`src/rtl/uart_pkg.sv`:
```
// Shared UART definitions for the TX arbiter and the future RX-side dispatcher.
//   UART_WORD_W       : payload width of one UART word (9 data bits)
//   UART_FRAME_CYCLES : txclk cycles per frame (start + 9 data + parity + stop)
//   arb_state_e       : arbiter FSM states
package uart_pkg;

    localparam int UART_WORD_W       = 9;
    localparam int UART_FRAME_CYCLES = 12;

    typedef enum logic [1:0] {
        IDLE = 2'd0,
        SEND = 2'd1,
        GAP  = 2'd2
    } arb_state_e;

endpackage

```
`src/rtl/rr_pick.sv`:
```
// Combinational round-robin selector.
//   req   : request vector
//   last  : index granted most recently; the search starts just above it
//   valid : at least one request is set
//   idx   : first set request found from (last+1) mod N upward, with wrap
module rr_pick #(
    parameter int N  = 4,
    parameter int IW = $clog2(N)
) (
    input  logic [N-1:0]  req,
    input  logic [IW-1:0] last,
    output logic          valid,
    output logic [IW-1:0] idx
);

    // Walk offsets from farthest to nearest so the nearest set bit is the
    // one left standing.
    always_comb begin
        valid = 1'b0;
        idx   = '0;
        for (int k = N; k >= 1; k--) begin
            if (req[(int'(last) + k) % N]) begin
                valid = 1'b1;
                idx   = IW'((int'(last) + k) % N);
            end
        end
    end

endmodule

```
`src/rtl/uart_tx_arbiter.sv`:
```
// Round-robin scheduler sharing one UART transmitter among NREQ requesters.
// The UART has no busy output, so frame length is timed with a local counter.
//   txclk, reset : bit clock, synchronous active-high reset
//   arb_en       : gates new grants only; a running frame always completes
//   req/req_data : per-requester request and 9-bit word (slot i at [9i+8:9i])
//   gnt          : one-hot single-cycle accept pulse
//   tx_enable/tx_load/tx_data : UART TX drive
//   busy         : high while sending or in the inter-frame gap
//   cur_id       : index of the requester last granted
//   frame_done   : single-cycle pulse at the end of each frame
//   frames_sent  : wrapping count of completed frames
module uart_tx_arbiter
    import uart_pkg::*;
#(
    parameter int NREQ         = 4,
    parameter int FRAME_CYCLES = UART_FRAME_CYCLES,
    parameter int GAP_CYCLES   = 2
) (
    input  logic                          txclk,
    input  logic                          reset,
    input  logic                          arb_en,
    input  logic [NREQ-1:0]               req,
    input  logic [UART_WORD_W*NREQ-1:0]   req_data,
    output logic [NREQ-1:0]               gnt,
    output logic                          tx_enable,
    output logic                          tx_load,
    output logic [UART_WORD_W-1:0]        tx_data,
    output logic                          busy,
    output logic [$clog2(NREQ)-1:0]       cur_id,
    output logic                          frame_done,
    output logic [15:0]                   frames_sent
);

    localparam int IW         = $clog2(NREQ);
    localparam int CW         = $clog2(FRAME_CYCLES + GAP_CYCLES + 1);
    localparam int FRAME_LAST = FRAME_CYCLES - 1;
    localparam int GAP_LAST   = (GAP_CYCLES > 0) ? GAP_CYCLES - 1 : 0;

    arb_state_e             state_q, state_d;
    logic [CW-1:0]          cnt_q, cnt_d;
    logic [NREQ-1:0]        gnt_q, gnt_d;
    logic                   tx_enable_q, tx_enable_d;
    logic                   tx_load_q, tx_load_d;
    logic [UART_WORD_W-1:0] tx_data_q, tx_data_d;
    logic                   busy_q, busy_d;
    logic [IW-1:0]          cur_id_q, cur_id_d;
    logic                   frame_done_q, frame_done_d;
    logic [15:0]            frames_sent_q, frames_sent_d;

    logic                   pick_valid;
    logic [IW-1:0]          pick_idx;
    logic                   grant;
    logic                   send_last;
    logic                   gap_last;

    rr_pick #(.N(NREQ), .IW(IW)) u_pick (
        .req   (req),
        .last  (cur_id_q),
        .valid (pick_valid),
        .idx   (pick_idx)
    );

    assign grant     = (state_q == IDLE) && arb_en && pick_valid;
    assign send_last = (cnt_q == CW'(FRAME_LAST));
    assign gap_last  = (cnt_q == CW'(GAP_LAST));

    // State register and output flops
    always_ff @(posedge txclk) begin
        if (reset) begin
            state_q       <= IDLE;
            cnt_q         <= '0;
            gnt_q         <= '0;
            tx_enable_q   <= 1'b0;
            tx_load_q     <= 1'b0;
            tx_data_q     <= '0;
            busy_q        <= 1'b0;
            cur_id_q      <= IW'(NREQ - 1);
            frame_done_q  <= 1'b0;
            frames_sent_q <= '0;
        end else begin
            state_q       <= state_d;
            cnt_q         <= cnt_d;
            gnt_q         <= gnt_d;
            tx_enable_q   <= tx_enable_d;
            tx_load_q     <= tx_load_d;
            tx_data_q     <= tx_data_d;
            busy_q        <= busy_d;
            cur_id_q      <= cur_id_d;
            frame_done_q  <= frame_done_d;
            frames_sent_q <= frames_sent_d;
        end
    end

    // Next state and frame/gap counter
    always_comb begin
        state_d = state_q;
        cnt_d   = cnt_q;
        case (state_q)
            IDLE: begin
                if (grant) begin
                    state_d = SEND;
                    cnt_d   = '0;
                end
            end
            SEND: begin
                if (send_last) begin
                    cnt_d   = '0;
                    state_d = (GAP_CYCLES > 0) ? GAP : IDLE;
                end else begin
                    cnt_d = cnt_q + CW'(1);
                end
            end
            GAP: begin
                if (gap_last) begin
                    cnt_d   = '0;
                    state_d = IDLE;
                end else begin
                    cnt_d = cnt_q + CW'(1);
                end
            end
            default: begin
                state_d = IDLE;
                cnt_d   = '0;
            end
        endcase
    end

    // Registered outputs; tx_data and cur_id hold between grants
    always_comb begin
        gnt_d         = '0;
        tx_load_d     = 1'b0;
        frame_done_d  = 1'b0;
        tx_enable_d   = tx_enable_q;
        tx_data_d     = tx_data_q;
        busy_d        = busy_q;
        cur_id_d      = cur_id_q;
        frames_sent_d = frames_sent_q;
        case (state_q)
            IDLE: begin
                tx_enable_d = 1'b0;
                busy_d      = 1'b0;
                if (grant) begin
                    gnt_d[pick_idx] = 1'b1;
                    cur_id_d        = pick_idx;
                    tx_data_d       = req_data[int'(pick_idx)*UART_WORD_W +: UART_WORD_W];
                    tx_enable_d     = 1'b1;
                    tx_load_d       = 1'b1;
                    busy_d          = 1'b1;
                end
            end
            SEND: begin
                if (send_last) begin
                    tx_enable_d   = 1'b0;
                    frame_done_d  = 1'b1;
                    frames_sent_d = frames_sent_q + 16'd1;
                    busy_d        = (GAP_CYCLES > 0);
                end
            end
            GAP: begin
                tx_enable_d = 1'b0;
                busy_d      = !gap_last;
            end
            default: begin
                tx_enable_d = 1'b0;
                busy_d      = 1'b0;
            end
        endcase
    end

    assign gnt         = gnt_q;
    assign tx_enable   = tx_enable_q;
    assign tx_load     = tx_load_q;
    assign tx_data     = tx_data_q;
    assign busy        = busy_q;
    assign cur_id      = cur_id_q;
    assign frame_done  = frame_done_q;
    assign frames_sent = frames_sent_q;

endmodule
```
`config.mk`:
```
export PLATFORM = sky130hd
export DESIGN_NAME = uart_tx_arbiter
export DESIGN_NICKNAME = d
export VERILOG_FILES = /design/src/rtl/uart_pkg.sv /design/src/rtl/rr_pick.sv /design/src/rtl/uart_tx_arbiter.sv
export SDC_FILE = /design/constraint.sdc
export NUM_CORES = 1
export LEC_CHECK = 0
export CORE_MARGIN = 8
export CORE_UTILIZATION = 45
export CTS_CLUSTER_SIZE = 8
export DETAILED_ROUTE_END_ITERATION = 8
export PLACE_DENSITY = 0.85
export SLEW_MARGIN = 20
export SYNTH_ARGS = -nofsm -noshare
export SYNTH_HDL_FRONTEND = slang
export SYNTH_SLANG_ARGS = --single-unit
```
`constraint.sdc`:
```
create_clock -name txclk -period 1.89 [get_ports txclk]
set_input_delay 0.189 -clock txclk [delete_from_list [all_inputs] [get_ports txclk]]
set_output_delay 0.189 -clock txclk [all_outputs]
set_load 0.01 [all_outputs]
```
Word-level counts from Yosys, hierarchy flattened --
Index checks and enable logic that the tools add are counted.
Storage, ports and cells: register bits after elaboration 41, input port bits 43
Cells by class: add/sub/neg operators 6, multiply operators 1, magnitude comparators 6, eq/ne operators 7, shifts and indexed selects 1, multiplexer cells 36, bitwise gates (word level) 7, reductions and logical operators 15
Operators by type and width (count):
- $shiftx 36x7->9 | 1
- $mux 1 | 17
- $add 16x1->16 const B | 1
- $lt 3x4->1 const B | 4
- $mux 2 | 7
- $mux 4 | 3
- $pmux 4 s3 | 1
- $reduce_or 2->1 | 6
- $bmux 1 s2 | 4
- $mul 2x4->6 const B | 1
- $ne 2x2->1 const B | 3
- $pmux 2 s3 | 1
- $add 2x1->2 const B | 2
- $add 2x2->2 const B | 2
- $add 4x1->4 const B | 1
- $and 1x1->1 const A | 4
- $eq 4x1->1 const B | 1
- $eq 4x4->1 const B | 1
- $reduce_and 2->1 | 2
- $logic_and 1x1->1 | 3
- $lt 2x3->1 const B | 1
- $not 1->1 | 3
- $pmux 1 s3 | 1
- $reduce_and 3->1 | 1
- other kinds (8) | 8

Logic depth before layout (Yosys ltp) --
Gate-level depths: netlist (run 1).
depth in word-level cells 14, depth in mapped cells 8, gate-level depth less buffers 7

Modules after synthesis --
From an unflattened synthesis (run 1), not the netlist that was laid out.
Second synthesis, totals: cells, all modules 232, area total of the unflattened synthesis 2080.7 µm²
Modules (own cells, without submodules):
- uart_tx_arbiter | times used 1, cells an instance 218, area an instance 1989.4 µm², sequential area each 820.8 µm²
- rr_pick | times used 1, cells an instance 14, area an instance 91.3 µm², sequential area each 0.0 µm²

Least setup slack after synthesis (run 1) --
No wires, ideal clock.
path type reg2reg, from reg state_q[1], to reg frames_sent_q[15], in the netlist frames_sent[15], library setup time 0.128 ns, arrival time 1.553 ns, required time 1.762 ns, slack 0.209 ns, cell stages (with the launch flop) 9, buffers on the path 1, period minus slack after synthesis 1.681 ns, cell sequence dfxtp_1 > inv_1 > ha_1 > and4b_1 > buf_4 > nand4_4 > nor4_4 > xnor2_1 > nor2_1
Between the ends: longest elaborated chain between the ends 2
RTL lines:
- from (decl) | line uart_tx_arbiter.sv:39 | arb_state_e state_q, state_d;
- from (signal assigned) | line uart_tx_arbiter.sv:81 | state_q <= state_d;
- $eq 2x1->1 | line uart_tx_arbiter.sv:138 | case (state_q)
- $reduce_and 2->1 (no source line)
- to (signal assigned) | line uart_tx_arbiter.sv:90 | frames_sent_q <= frames_sent_d;
- to (decl) | line uart_tx_arbiter.sv:48 | logic [15:0] frames_sent_q, frames_sent_d;
Every way passes these cells. A chain may end at the register's enable or synchronous reset.

Final worst setup path (run 1) --
from reg cnt_q[1], to reg cnt_q[2]
Between the ends: longest elaborated chain between the ends 3, elaborated cells on any way between the ends 6, those cells by class 1 x add/sub; 2 x eq/ne; 3 x mux
RTL lines:
- from (decl) | line uart_tx_arbiter.sv:40 | logic [CW-1:0] cnt_q, cnt_d;
- from (signal assigned) | line uart_tx_arbiter.sv:82 | cnt_q <= cnt_d;
- $add 4x1->4, or another cell as far along | line uart_tx_arbiter.sv:110, uart_tx_arbiter.sv:118
- $mux 4, on equally long branches | line uart_tx_arbiter.sv:114, uart_tx_arbiter.sv:106
- $pmux 4 s3 * | line uart_tx_arbiter.sv:98 | case (state_q)
Every way passes the cells marked *; elsewhere a longest branch is shown, timed or not.

==> results.yml, run 1 <==
finish:
  synthToLayoutAreaGrowth_pct: 43.2
  final_nets: 371
  fin_area_um2: 3260
  final_cells: 390
  drive_gt1_frac: 0.150
  n_antenna_cell: 0
  final_core_util: 0.651
run:
  maxCapViolations: 0
synthesis:
  synth_common_cells: "dfxtp_1, nor2_1, nand2_1"
  synth_area_um2: 2280
  synth_edf_count: 0
  synth_most_common_cell: "dfxtp_1"
  ys_ff_latch: 41
  synth_warnings: 0
  ys_seq_area_frac: 0.360
  synth.avg_cell_area_um2: 9.78
  syn_inst: 233
  synthArstFlopShare: 0
  synth_ff_type: "dfxtp_1"
  synth_area_leaders: "dfxtp_1, a211oi_2, mux2i_1"
  synth_cell_types: 52
  synth_nets: 284
  synth_top_cell_area_share: 0.360
  synth_top_area_cell: "dfxtp_1"
clocking:
  post_cts_resized: 0
  cts_sinks: 41
  clk_pin_slew_ns: 0.07
  cts_buffers: 5
  cts_hold_buf: 0
  cts_tree: "yes"
  ctsRootBufferMaster: "clkbuf_8"
  cts_htree_levels: 2
  post_cts_buffers: 0
  clock_path_buffers: 2
  clock_latency_ns: 0.29
worst_setup_path:
  reg2reg_slack_ns: 0.15
  end_kind: "flop"
  max_stage_delay_ns: 0.37
  cp-start-kind: "flop"
  critical_path.top_delay_family: "simple AND/OR/NAND/NOR gates"
  critical_path_class: "reg2reg"
  crit_arrival_ns: 1.93
  path_buf_inv: 1
  slowest_stage: "dfxtp_1"
  required_ns: 2.08
  path_cells: "inv_1 > ha_1 > or3b_1 > a21oi_2 > nor3b_1 > nand2_1 > o41ai_1"
  crit_fanout: 5
floorplanning:
  die_x_um: 87.2
  die_h_um: 87.2
  coreArea_um2: 5010
  row_count: 26
  die_area_um2: 7600
  io_pins: 78
  initial_core_util: 0.455
placement:
  place_inst: 383
  routabilityCongestion: 0.773
  dpl.hpwl_um: 4500
  place_area_um2: 3170
  io_buffers: 77
grt:
  grt_remaining_overflow: 0
  grt_pass1_vias: 2021
  grt_max_degree: 19
  grtUsageTotal: 0.148
  antenna_found_initial: 0
  grt_pass1_wl_um: 8980
sta:
  fmax_mhz: 574
  fin_setup_tns_ns: 0
  min_period_ns: 1.74
  relSlewSlack: 0.707
  setup_violations: 0
  rsz0062_at_grt: "false"
  fin_skew_ns: 0.00290
  fin_crit_sh: 0.922
  worst_pin_slew_ns: 0.439
  hold_viol: 0
  slew_viol_final: 0
power:
  p_total_mw: 2.86
  leakage_nw: 1.20
  power_density_nw_per_um2: 876
  ir_drop_uv: 484
route:
  drt-met1-wl_um: 2480
  drtIter0Drc: 56
  drt-total-wl_um: 5580
  wire_per_inst_um: 14.3
  vias: 2032
  firstDrtPassIters: 4
  drc_errors: 0
  top_layer: "met4"
  viasPerCell: 5.21
  wl_met2_um: 2580
  routed-wl-met3_um: 431
  detail-route-antenna-nets: 0
hold_path:
  hold_class: "reg2reg"
status:
  run_status: "finished clean"
-- worst register-to-register path: stages (launching register included) --
cell and delay (ns):
dfxtp_1 0.37, inv_1 0.06, ha_1 0.17, or3b_1 0.17, a21oi_2 0.08, nor3b_1 0.36, nand2_1 0.17, o41ai_1 0.25
-- registers in the layout, indices dropped and copies added (netlist names), 2 cells and up --
signal	cells
state_q	2
gnt	4
cur_id	2
frames_sent	16
cnt_q	4
tx_data	9
-- cell usage in the layout, fill, tap and decap left out, types with 3 or more instances in the layout --
| cell type | synthesis | layout |
|---|---|---|
| dfxtp_1 | 41 | 41 |
| and4_1 | 9 | 9 |
| nand3_1 | 6 | 6 |
| clkbuf_8 | 0 | 6 |
| and3_1 | 3 | 3 |
| a21oi_1 | 6 | 6 |
| ha_1 | 8 | 8 |
| xnor2_1 | 9 | 9 |
| inv_1 | 7 | 6 |
| a211oi_2 | 9 | 9 |
| buf_4 | 3 | 14 |
| xor2_1 | 3 | 3 |
| mux2i_1 | 11 | 11 |
| nand3b_1 | 3 | 3 |
| clkdlybuf4s50_1 | 0 | 77 |
| or3_1 | 4 | 4 |
| o21bai_1 | 9 | 9 |
| nor2_1 | 21 | 21 |
| a211oi_1 | 10 | 10 |
| o21ai_0 | 6 | 6 |
| nor3_1 | 3 | 3 |
| nor4_2 | 3 | 3 |
| nand2b_1 | 4 | 4 |
| nand2_1 | 13 | 13 |
-- power by group --
group | internal [mW] | switching, mW
combinational | 0.623 | 0.594
clock | 0.290 | 0.284
sequential | 0.983 | 0.0852
-- path summary, 6_finish.rpt --
check / from / to / cells past startpoint
max: cnt_q[1] / cnt_q[2] / 7
min: tx_enable / tx_enable / 2
max reg2reg: cnt_q[1] / cnt_q[2] / 7
min reg2reg: tx_enable / tx_enable / 2
-- layer usage --
metal  vias up  GRT usage
met5         -          0
met2        70      0.246
li1       1026          -
met3         8     0.0528
met1       928      0.169
met4         0     0.0547
-- kinds of logic after synthesis --
| kind of cell | after synthesis | synth area share |
|---|---|---|
| AND/OR/NAND/NOR | 90 | 0.264 |
| AO/OA/AOI/OAI | 52 | 0.187 |
| buffers and inverters | 19 | 0.0500 |
| adder cells (fa/ha/maj) | 8 | 0.0439 |
| XOR/XNOR | 12 | 0.0461 |
| multiplexers | 11 | 0.0483 |
| flip-flops | 41 | 0.360 |
-- stage by stage --
| step | worst slack, ns | hold slack [ns] |
|---|---|---|
| after floorplan | 0.209 | 0.277 |
| after global placement | -0.0419 | 0.457 |
| after detailed placement | -0.0916 | 0.468 |
| after CTS | 0.0369 | 0.478 |
| after global routing | 0.00335 | 0.511 |
| final | 0.147 | 0.474 |
-- area by class of cell --
cell class | count | area, um2
clock buffer | 7 | 86.3
timing repair buffer | 92 | 896
multi-input combinational | 173 | 1350
fill | 443 | 1750
tap | 70 | 87.6
inverter | 7 | 26.3
sequential | 41 | 821
(Power assumes the default switching activity.)
==> inputs of run 2 (changes only) <==
- CORE_ASPECT_RATIO: default -> 1.25
==> run 2 against run 1 <==
  * Non-clock buffer count shrank 2
  * Utilization increased by 0.11 points
  * Global-route usage up 0.37 points
  * Die area increased by 0.19%
==> results.yml, run 2 (synthesis gave the netlist of run 1 again) <==
finish:
  synthToLayoutAreaGrowth_pct: 42.3
  multi_input_area_um2: 1350
  final_core_util: 0.652
  n_antenna_cell: 0
  largest_reg_flops: 16
  regArea_um2: 821
  final_common_cell: "clkdlybuf4s50_1"
  final.fill_count: 411
  final_cell_mix: "clkdlybuf4s50_1, dfxtp_1, nor2_1, nand2_1"
  drive_gt1_frac: 0.145
  final_nets: 369
sta:
  rsz0062_at_grt: "false"
  fmax_mhz: 575
  setup_violations: 0
  fin_crit_sh: 0.920
  min_period_ns: 1.74
  slew_viol_final: 0
  fin_skew_ns: 0.00562
  relSlewSlack: 0.689
  worst_pin_slew_ns: 0.464
  hold_viol: 0
grt:
  use_met2: 0.259
  grt_pass1_vias: 2022
  grtUsageTotal: 0.151
  use_met3: 0.0340
  antenna_found_initial: 0
  grt_max_degree: 19
  grt_remaining_overflow: 0
  use_met1: 0.170
  gr-max-usage-layer: "met2"
  grt_pass1_wl_um: 9290
clocking:
  cts_sinks: 41
  clock_latency_ns: 0.29
  clk_pin_slew_ns: 0.07
  cts_buffers: 5
  cts_htree_levels: 2
  cts_tree: "yes"
  ctsRootBufferMaster: "clkbuf_8"
  clock_path_buffers: 2
floorplanning:
  die_area_um2: 7610
  row_count: 29
  die_h_um: 95.6
  die_x_um: 79.6
  io_pins: 78
  coreArea_um2: 4970
  initial_core_util: 0.458
worst_setup_path:
  crit_arrival_ns: 1.96
  slowest_stage: "or3_1"
  max_stage_delay_ns: 0.36
  crit_fanout: 8
  critical_path_class: "reg2reg"
  end_kind: "flop"
  path_cells: "inv_1 > ha_1 > and4b_2 > nand4_4 > or3_1 > a21oi_1"
  cp-start-kind: "flop"
  required_ns: 2.11
placement:
  dpl.hpwl_um: 4720
  io_buffers: 77
  routabilityCongestion: 0.799
hold_path:
  hold_class: "reg2reg"
power:
  leakage_nw: 1.19
  power_density_nw_per_um2: 861
  ir_drop_uv: 555
  p_total_mw: 2.79
run:
  maxCapViolations: 0
route:
  vias: 2077
  drc_errors: 0
  viasPerCell: 5.48
  wire_per_inst_um: 15.2
  drt-total-wl_um: 5780
  firstDrtPassIters: 4
  detail-route-antenna-nets: 0
  drtIter0Drc: 59
status:
  run_status: "finished clean"
==> run 2: changes by cell type in the layout (fill, tap and decap cells not counted), sizes merged <==
cell and change:
buf -2, clkbuf -2, clkinv +1
==> run 2: worst paths after layout <==
| check | start | endpoint | slack (ns) | cells after the start |
|---|---|---|---|---|
| worst min-delay path | tx_enable | tx_enable | 0.49 | 2 |
| worst max register to register | state_q[1] | frames_sent[5] | 0.15 | 6 |
| worst max-delay path | state_q[1] | frames_sent[5] | 0.15 | 6 |
| worst min register to register | tx_enable | tx_enable | 0.49 | 2 |
==> run 2: final cells by class <==
type | count | area share
clock buffers | 5 | 0.0212
clock inverters | 1 | 0.00154
inverters | 7 | 0.00810
multi-input cells | 173 | 0.416
flip-flops and latches | 41 | 0.253
well taps | 62 | 0.0239
repair buffers | 90 | 0.276
==> run 2: worst max-delay path: cells and delay by family (launching register included) <==
kind	cells	cell delay [ns]
flip-flops	1	0.33
AO/OA/AOI/OAI	1	0.15
adder cells (fa/ha/maj)	1	0.19
buffers and inverters	1	0.11
AND/OR/NAND/NOR	3	0.88
==> run 2: what timing repair did <==
action,in CTS,in global routing
setup endpoints to repair,0,9
resized for setup,0,2
buffers inserted,0,0
hold buffers,0,0
==> run 2: metrics by stage <==
stage	hold slack (ns)	TNS, ns	instance area (um2)	instances	setup slack, ns
finish	0.486	0	3240	379	0.151
global route	0.539	0	3240	379	0.0179
CTS	0.490	0	3240	379	0.0606
detailed placement	0.480	-0.958	3160	373	-0.115
global placement	0.456	-0.326	3160	373	-0.0378
floorplan	0.277	0	2280	233	0.209
==> run 2: layer usage <==
layer,wire length [um],vias up
met5,0,-
met4,146,0
met3,366,11
met2,2910,65
met1,2360,977
li1,-,1024
==> run 2: power breakdown <==
part	leakage [nW]	total [mW]	switching, mW	internal [mW]
clock	0.0399	0.518	0.276	0.243
combinational	0.819	1.21	0.594	0.611
sequential	0.334	1.07	0.0849	0.983
==> inputs of run 3 (changes only) <==
- CORE_UTILIZATION: 45 -> 41
- PLACE_DENSITY: 0.85 -> 0.82
- clock period: 1.89 -> 1.5 ns (I/O delays scaled with it)
==> run 3 against run 2 <==
  * The run now ends with setup timing left
  * Largest power group unchanged
  * Cell count grew 13%
  * Count of clock-buffer cells in the layout up 1
  * Wire length is 34% higher
  * Flip-flop and latch count stayed put
  * Utilization rose by 8.7 points
  * Via count rose by 12%
  * Die area is 7.9% higher
==> results.yml, run 3 (synthesis gave the netlist of run 1 again) <==
status:
  run_status: "complete, but fails checks"
  failed_checks: "setup timing"
sta:
  min_period_ns: 1.66
  slew_viol_final: 0
  fin_setup_tns_ns: -1.63
  rsz0062_at_grt: "true"
  worst_pin_slew_ns: 0.395
  fmax_mhz: 602
  relSlewSlack: 0.733
  layout_setup_ws_ns: -0.162
  hold_viol: 0
  setup_violations: 22
  fin_crit_sh: 1.11
  fin_skew_ns: 0.0137
route:
  drc_errors: 0
  vias: 2324
  detail-route-antenna-nets: 0
  viasPerCell: 5.44
  drtIter0Drc: 160
  drt-total-wl_um: 7750
  wire_per_inst_um: 18.2
  firstDrtPassIters: 4
floorplanning:
  coreArea_um2: 5410
  io_pins: 78
  die_area_um2: 8210
  die_x_um: 82.7
  die_h_um: 99.3
  initial_core_util: 0.422
  row_count: 30
clocking:
  cts_htree_levels: 2
  cts_sinks: 41
  ctsRootBufferMaster: "clkbuf_8"
  clock_latency_ns: 0.30
  cts_tree: "yes"
  clock_path_buffers: 2
  cts_buffers: 5
  clk_pin_slew_ns: 0.08
hold_path:
  holdPathEnd: "tx_enable"
  hold_class: "reg2reg"
  min_from: "tx_enable"
  min_path_cells: 2
worst_setup_path:
  end_kind: "flop"
  crit_fanout: 4
  reg2reg_slack_ns: -0.16
  worstSetupStartpoint: "cnt_q[1]"
  critical_path_class: "reg2reg"
  ff2ff_path_depth: 5
  cp-start-kind: "flop"
  r2r-start: "cnt_q[1]"
  required_ns: 1.72
  r2r_end: "frames_sent[5]"
  crit_arrival_ns: 1.88
finish:
  final_cells: 427
  fin_area_um2: 3990
  final_core_util: 0.739
  regArea_um2: 835
  n_antenna_cell: 0
  multi_input_area_um2: 1700
  synthToLayoutAreaGrowth_pct: 75.3
  drive_gt1_frac: 0.394
  final.fill_count: 344
  largest_reg_flops: 16
  final_nets: 413
  final_cell_mix: "clkdlybuf4s50_1, buf_4, dfxtp_1, nor2_1, a211oi_2"
  final_common_cell: "clkdlybuf4s50_1"
placement:
  routabilityCongestion: 0.809
  dpl.hpwl_um: 5020
  dp_slack_ns: -0.455
  place_area_um2: 3400
  io_buffers: 77
  place_inst: 401
grt:
  grt_max_degree: 33
  antenna_found_initial: 0
  grt_pass1_wl_um: 11100
  grt_pass1_vias: 2318
  grt_remaining_overflow: 0
  grtUsageTotal: 0.167
power:
  leakage_nw: 1.62
  power_density_nw_per_um2: 1160
  ir_drop_uv: 808
run:
  maxCapViolations: 0
## run 3: changes by cell type in the layout (fill, tap and decap cells not counted), sizes merged
cell	before	now
buf	13	55
clkdlybuf4s50	77	69
dlygate4sd2	0	4
dlymetal6s2s	0	4
clkbuf	5	6
clkinv	1	2
nand2	14	15
nand3	9	10
## run 3: cell type report
class	instances	share of cell area
clock inverters	2	0.00345
clock buffers	6	0.0207
well taps	64	0.0201
multi-input cells	175	0.425
repair buffers	132	0.315
inverters	7	0.00658
flip-flops and latches	41	0.209
## run 3: how the worst max path moves through the flow
stage                           end  slack, ns  cells past startpoint
floorplan           frames_sent[12]      -0.08                      8
global placement         tx_data[2]      -0.40                      6
detailed placement       tx_data[7]      -0.45                      6
CTS                      state_q[1]      -0.12                      7
global route         frames_sent[5]      -0.19                      5
finish               frames_sent[5]      -0.16                      5
## run 3: metal layers
metal,vias up,global-route usage,wire (um)
met1,1121,0.191,3010
met3,12,0.0334,408
met2,72,0.296,4180
met4,0,0.0506,151
met5,-,0,0
li1,1119,-,-
## run 3: critical path, cell delays in order, from the launching register on
cell     delay [ns]
dfxtp_2        0.35
ha_2           0.19
and4b_2        0.32
nand4_4        0.13
or3_1          0.43
a21oi_2        0.16
## run 3: timing repair
item,4_1_cts,5_1_grt
setup endpoints to repair,33,38
hold buffers,0,0
gates cloned,0,2
setup buffers,11,5
hold endpoints to repair,0,0
pin swaps,16,23
resized for setup,35,40
## run 3: through the flow
stage,hold slack (ns),power [mW]
final,0.484,4.64
after detailed placement,0.468,3.14
after CTS,0.484,4.20
after global routing,0.543,4.81
after floorplan,0.238,2.33
after global placement,0.465,3.09
## run 3: where the power goes
part	internal [mW]	total [mW]	switching (mW)	leakage (nW)
Combinational	1.30	2.47	1.17	1.23
Clock	0.374	0.790	0.417	0.0512
Sequential	1.25	1.38	0.131	0.337
